<file path="config.mk">
export PLATFORM = sky130hd
export DESIGN_NAME = vram_arbiter
export DESIGN_NICKNAME = d
export VERILOG_FILES = /design/src/rtl/vram_pkg.sv /design/src/rtl/vram_write_fifo.sv /design/src/rtl/vram_arbiter.sv
export SDC_FILE = /design/constraint.sdc
export NUM_CORES = 1
export LEC_CHECK = 0
export ABC_CLOCK_PERIOD_IN_PS = 3500
export BUFFER_PORTS_ARGS = -buffer_cell sky130_fd_sc_hd__buf_4
export CORE_UTILIZATION = 40
export CTS_CLUSTER_SIZE = 28
export DETAILED_ROUTE_END_ITERATION = 16
export PLACE_DENSITY = 0.72
export SYNTH_ARGS = -nofsm -noshare
export SYNTH_HDL_FRONTEND = slang
export SYNTH_SLANG_ARGS = --single-unit
export TNS_END_PERCENT = 1
</file>
<file path="constraint.sdc">
create_clock -name clock -period 3.5 [get_ports clock]
set_input_delay 0.35 -clock clock [delete_from_list [all_inputs] [get_ports clock]]
set_output_delay 0.35 -clock clock [all_outputs]
set_load 0.03 [all_outputs]
</file>
<file path="src/rtl/vram_pkg.sv">
// vram_pkg: shared default widths, arbiter state encoding and write-buffer entry type
package vram_pkg;
  localparam int VRAM_ADDR_WIDTH = 17;
  localparam int VRAM_DATA_WIDTH = 8;
  typedef enum logic [2:0] {IDLE, READ, WRITE, HOLD, DONE} state_t;
  typedef struct packed {
    logic [VRAM_ADDR_WIDTH-1:0] addr;
    logic [VRAM_DATA_WIDTH-1:0] data;
  } fifo_entry_t;
endpackage

</file>
<file path="src/rtl/vram_write_fifo.sv">
// vram_write_fifo: circular buffer of pending MCU pixel writes
module vram_write_fifo
  import vram_pkg::*;
#(
  parameter int DEPTH = 4
) (
  input  logic                     clock,
  input  logic                     reset,
  input  logic                     push,
  input  logic                     pop,
  input  fifo_entry_t              push_entry,
  output fifo_entry_t              head,
  output logic [$clog2(DEPTH):0]   count,
  output logic                     empty
);
  localparam int PW = $clog2(DEPTH);
  fifo_entry_t mem [DEPTH];
  logic [PW-1:0] wr_ptr, rd_ptr;
  logic do_push;
  // fullness is judged on the pre-pop count, so a push while full is dropped
  assign do_push = push && count != (PW+1)'(DEPTH);
  assign empty = count == '0;
  assign head = mem[rd_ptr];
  always_ff @(posedge clock)
    if (do_push) mem[wr_ptr] <= push_entry;
  always_ff @(posedge clock or posedge reset)
    if (reset) begin
      wr_ptr <= '0;
      rd_ptr <= '0;
      count <= '0;
    end else begin
      if (do_push) wr_ptr <= wr_ptr + PW'(1);
      if (pop) rd_ptr <= rd_ptr + PW'(1);
      count <= count + (PW+1)'(do_push) - (PW+1)'(pop);
    end
endmodule

</file>
<file path="src/rtl/vram_arbiter.sv">
// vram_arbiter: shares the video SRAM between scanline reads and buffered MCU writes
module vram_arbiter
  import vram_pkg::*;
#(
  parameter int ADDR_WIDTH   = VRAM_ADDR_WIDTH,
  parameter int DATA_WIDTH   = VRAM_DATA_WIDTH,
  parameter int FIFO_DEPTH   = 4,
  parameter int READ_CYCLES  = 2,
  parameter int WRITE_CYCLES = 2
) (
  input  logic                  clock,
  input  logic                  reset,
  input  logic                  videoReadRequest,
  input  logic [ADDR_WIDTH-1:0] videoAddress,
  output logic [DATA_WIDTH-1:0] videoData,
  output logic                  videoReadComplete,
  input  logic                  writeRequest,
  input  logic [ADDR_WIDTH-1:0] writeAddress,
  input  logic [DATA_WIDTH-1:0] writeData,
  output logic                  writeReady,
  output logic                  writeOverflow,
  output logic [ADDR_WIDTH-1:0] ramAddress,
  output logic [DATA_WIDTH-1:0] ramDataOut,
  output logic                  ramDataOutEnable,
  input  logic [DATA_WIDTH-1:0] ramDataIn,
  output logic                  ramWriteEnable,
  output logic                  ramOutputEnable
);
  localparam int CW = $clog2(READ_CYCLES > WRITE_CYCLES ? READ_CYCLES : WRITE_CYCLES) + 1;
  localparam logic [CW-1:0] READ_LAST = CW'(READ_CYCLES - 1);
  localparam logic [CW-1:0] WRITE_LAST = CW'(WRITE_CYCLES - 1);
  state_t state, state_next;
  logic [CW-1:0] beat;
  logic last_read, go_read, go_write, fifo_empty;
  logic [$clog2(FIFO_DEPTH):0] fifo_count;
  fifo_entry_t push_entry, head;
  assign push_entry = '{addr: writeAddress, data: writeData};
  vram_write_fifo #(.DEPTH(FIFO_DEPTH)) write_fifo (
    .clock      (clock),
    .reset      (reset),
    .push       (writeRequest),
    .pop        (go_write),
    .push_entry (push_entry),
    .head       (head),
    .count      (fifo_count),
    .empty      (fifo_empty)
  );
  assign writeReady = fifo_count != ($clog2(FIFO_DEPTH)+1)'(FIFO_DEPTH);
  // after a read, a queued write gets the next slot so neither side starves
  assign go_read = state == IDLE && videoReadRequest && (!last_read || fifo_empty);
  assign go_write = state == IDLE && !go_read && !fifo_empty;
  always_comb begin
    state_next = state;
    state_next = go_read ? READ :
                 go_write ? WRITE :
                 (state == READ && beat == READ_LAST) ? DONE :
                 (state == WRITE && beat == WRITE_LAST) ? HOLD :
                 (state == HOLD || state == DONE) ? IDLE : state;
  end
  always_ff @(posedge clock or posedge reset)
    if (reset) begin
      state <= IDLE;
      beat <= '0;
      last_read <= 1'b0;
      ramAddress <= '0;
      ramDataOut <= '0;
      videoData <= '0;
      writeOverflow <= 1'b0;
    end else begin
      state <= state_next;
      beat <= state_next == state ? beat + CW'(1) : '0;
      if (go_read) begin
        last_read <= 1'b1;
        ramAddress <= videoAddress;
      end
      if (go_write) begin
        last_read <= 1'b0;
        ramAddress <= head.addr;
        ramDataOut <= head.data;
      end
      if (state == READ && state_next == DONE) videoData <= ramDataIn;
      if (writeRequest && !writeReady) writeOverflow <= 1'b1;
    end
  // strobes decode straight from state so reset releases them asynchronously
  assign ramOutputEnable = state != READ;
  assign ramWriteEnable = state != WRITE;
  assign ramDataOutEnable = state == WRITE || state == HOLD;
  assign videoReadComplete = state == DONE;
endmodule
</file>
==> out/summary.log <==
qor: logic_synthesis.netlist.top_cell.by_area sky130_fd_sc_hd__edfxtp_1
qor: clock_tree.ctsLongestPathBuffers 2
qor: setup_path.crit-reg2reg-capture write_fifo.count[2]$_DFF_PP0_
qor: clock_tree.hold_buffers 0
qor: detailed_routing.number_of_antenna_violating_nets_in_the_routed_design 0
qor: clock_tree.worst_skew_pair.late_latency 0.42 ns
qor: die.die_x 123 µm
qor: timing.maxSlewViolCount 0
qor: timing.final.setup.worst_slack 0.602 ns
qor: die.num_io_pins 93
qor: clock_tree.clkSinkCount 147
qor: clock_tree.cts_max_level 4
qor: setup_path.timing.critical_path.to_type flip-flop
qor: timing.min_period 2.90 ns
qor: layout.mostFrequentLayoutCell sky130_fd_sc_hd__edfxtp_1
qor: logic_synthesis.synth_top_flop_cell sky130_fd_sc_hd__edfxtp_1
qor: clock_tree.cts_tree built
qor: global_routing.grt_first_pass_wirelength 17.8 mm
qor: logic_synthesis.async_flop_share 32.0%
qor: timing.slew_headroom 31.6%
qor: pwr.power.leakage 0.00274 µW
qor: logic_synthesis.synth_top_cells_by_area sky130_fd_sc_hd__edfxtp_1 (51%), sky130_fd_sc_hd__dfrtp_1 (20%), sky130_fd_sc_hd__mux4_2 (9.6%), sky130_fd_sc_hd__mux2_2 (2.3%), sky130_fd_sc_hd__a31oi_1 (1.8%)
qor: pwr.power_density_normalized_to_cell_area 965 mW/mm²
qor: detailed_routing.number_of_remaining_drc_errors 0
qor: timing.rsz_0062_raised_after_global_routing no
qor: die.die_height 123 µm
qor: timing.setup_total_negative_slack 0 ns
qor: die.design.die.area 0.0152 mm²
qor: detailed_routing.drt_first_iter_violations 282
qor: timing.max_freq 345 MHz
qor: global_routing.first_global_vias 3331
qor: detailed_routing.detail_route.first_pass.iterations 4
qor: logic_synthesis.avgSynthCellArea 17.4 µm²
qor: setup_path.path_max_fanout 21
qor: logic_synthesis.synth_cell_types 37
qor: logic_synthesis.synthesis.yosys.warnings 0
qor: timing.finalClockSkew 0.00741 ns
qor: setup_path.critical_path_arrival 3.20 ns
qor: pwr.max-vdd-ir-drop 0.524 mV
qor: layout.layout.area.seq 0.00418 mm²
qor: clock_tree.postCtsSetupBuffers 0
qor: layout.layout_area_overhead 24.5%
qor: global_routing.gr-total-overflow 0
qor: logic_synthesis.fraction_of_synthesized_cell_area_taken_by_the_top_area_cell_type 51.1%
qor: logic_synthesis.ff_latch_count_synth 147
qor: layout.num_antenna_cells 0
qor: timing.setup_viol 0
qor: clock_tree.ctsRootBufferMaster sky130_fd_sc_hd__clkbuf_16
qor: layout.drive_above_1_share 40.4%
qor: setup_path.cell_by_cell_trace_of_the_critical_path or4b_4, o211a_4, ha_1, inv_1, ha_1, inv_1, fa_1, xnor2_1, xnor2_1
qor: setup_path.worst_ep_required_time 3.80 ns
qor: placement.placed_cells 594
qor: setup_path.reg2reg_setup_slack 0.60 ns
qor: setup_path.worstSetupEndpoint write_fifo.count[2]$_DFF_PP0_
qor: layout.layout_utilization 51.9%
qor: detailed_routing.dr_total_vias 3301
qor: detailed_routing.post_dr_vias_cell 5.27
qor: die.floorplan.initialDensity 41.7%
qor: layout.nets 495
qor: logic_synthesis.mappedNetlistNets 400
qor: detailed_routing.totalWireLength 11.4 mm
qor: setup_path.critical-path-max-stage-delay 0.71 ns
qor: global_routing.antenna_violations_before_repair 0
qor: clock_tree.postCtsResizedCells 0
qor: setup_path.r2r-start state[1]$_DFF_PP0_
qor: setup_path.cpMaxStageDelayCell sky130_fd_sc_hd__or4b_4
qor: logic_synthesis.syn-instance-count 338
qor: layout.layout.cells.non_filler 626
qor: setup_path.worst_setup_path_start_kind flip-flop
qor: clock_tree.numCtsBuffers 17
qor: detailed_routing.wl_per_cell 18.2 µm
qor: setup_path.worst-r2r-cell-count 9
qor: setup_path.crit_type flip-flop to flip-flop
qor: clock_tree.clkSlewWorstSetupHoldPaths 0.06 ns
qor: timing.number_of_endpoints_with_negative_hold_slack_in_the_final_report 0
qor: logic_synthesis.syn_area 0.00588 mm²
qor: layout.nFillCells 1139
qor: worst_hold_path.worstHoldPathType input pin to flip-flop
qor: layout.multi_input_logic_area 0.00155 mm²
qor: logic_synthesis.sequential_cell_area_fraction_in_the_yosys_report 71.1%
qor: placement.detailed_place_hpwl 7.53 mm
qor: global_routing.grt_max_degree 48
qor: status.run_status complete, no violations
qor: global_routing.grt.total_usage 16.4%
qor: placement.dp_worst_setup_slack 0.600 ns
qor: setup_path.timing.critical_path.from state[1]$_DFF_PP0_
qor: flow_run.cap_viol_max_count 0
qor: layout.layout_common_cells sky130_fd_sc_hd__edfxtp_1 (100), sky130_fd_sc_hd__buf_4 (99), sky130_fd_sc_hd__dfrtp_1 (46), sky130_fd_sc_hd__mux4_2 (25), sky130_fd_sc_hd__o21ai_0 (19)
qor: die.fp-row-count 43
qor: logic_synthesis.synth-edff-count 100
qor: timing.min_period_over_period 82.8%
qor: placement.place_congestion 0.807
qor: timing.worst_slew_pin_slew 1.02 ns
qor: placement.port-buffer-count 92
qor: die.design.core.area 0.0141 mm²
-- state kept, by name (all words and copies together) (netlist names), 2 cells and up --
signal and flops:
beat 2, ramAddress 17, ramDataOut 8, state 3
videoData 8, write_fifo.count 3, write_fifo.mem 100, write_fifo.rd_ptr 2
write_fifo.wr_ptr 2
-- area by class of cell --
cell class	instances	share of cell area, %
multi-input combinational	157	21.1
clock inverter	11	1.57
clock buffer	21	6.44
tap	180	3.08
inverter	11	0.564
timing repair buffer	99	10.2
sequential	147	57.1
-- layer usage --
layer	vias up	wire length, µm	track usage (%)
li1	1505	-	-
met1	1658	4950	20.5
met2	123	5510	26.6
met3	15	745	4.98
met4	0	175	6.33
met5	-	0	0
-- worst max-delay path, delay by kind of cell, from the launching register on --
kind	cells	cell delay [ns]
AO/OA/AOI/OAI	1	0.38
flip-flops	1	0.50
buffers and inverters	2	0.10
XOR/XNOR	2	0.28
AND/OR/NAND/NOR	1	0.71
adder cells (fa/ha/maj)	3	0.79
-- cell usage after synthesis, drive strengths merged, types with 2 or more instances --
| cell | n |
|---|---|
| xnor2 | 4 |
| nor3 | 20 |
| ha | 7 |
| a2111oi | 2 |
| buf | 10 |
| mux2 | 17 |
| inv | 11 |
| clkbuf | 13 |
| o21ai | 19 |
| nor3b | 2 |
| nand2 | 2 |
| nor2 | 2 |
| or3 | 2 |
| edfxtp | 100 |
| or2 | 2 |
| o211ai | 2 |
| nor2b | 2 |
| dfrtp | 47 |
| mux4 | 25 |
| a31oi | 17 |
| a21o | 2 |
| nand3 | 17 |
| and2 | 4 |
-- through the flow --
step	cell area, µm²	total power, µW	hold slack, ns
floorplan	5880	4540	0.425
global placement	6740	5270	0.437
detailed placement	6740	5370	0.464
CTS	7320	7140	0.112
global route	7320	7460	0.115
finish	7320	7070	0.128
-- worst min path at each step --
stage | start | end | slack, ns | cells past startpoint
after CTS | writeData[1] | write_fifo.mem[3][1]$_DFFE_PP_ | 0.11 | 1
final | writeData[4] | write_fifo.mem[3][4]$_DFFE_PP_ | 0.13 | 1
after floorplan | beat[0]$_DFF_PP0_ | beat[0]$_DFF_PP0_ | 0.42 | 1
after detailed placement | beat[0]$_DFF_PP0_ | beat[0]$_DFF_PP0_ | 0.46 | 1
after global placement | beat[0]$_DFF_PP0_ | beat[0]$_DFF_PP0_ | 0.44 | 1
after global routing | writeData[4] | write_fifo.mem[3][4]$_DFFE_PP_ | 0.12 | 1
-- power by group --
part / switching, µW / leakage (µW) / internal [µW] / total, µW
sequential: 342 / 0.00147 / 2410 / 2760
combinational: 1420 / 0.000992 / 1130 / 2550
clock: 709 / 0.000281 / 1050 / 1760
-- cells by family after synthesis --
| family | count (synthesis) | synth area share, % |
|---|---|---|
| muxes | 42 | 13.1 |
| and+or+nand+nor | 56 | 5.36 |
| DFF | 147 | 71.1 |
| xor gates and xnor gates | 5 | 0.745 |
| buffers and inverters | 34 | 2.66 |
| AOI/OAI and AO/OA | 46 | 5.19 |
| adders and majority gates | 8 | 1.83 |
No activity file was read; power rests on OpenSTA's default activity.
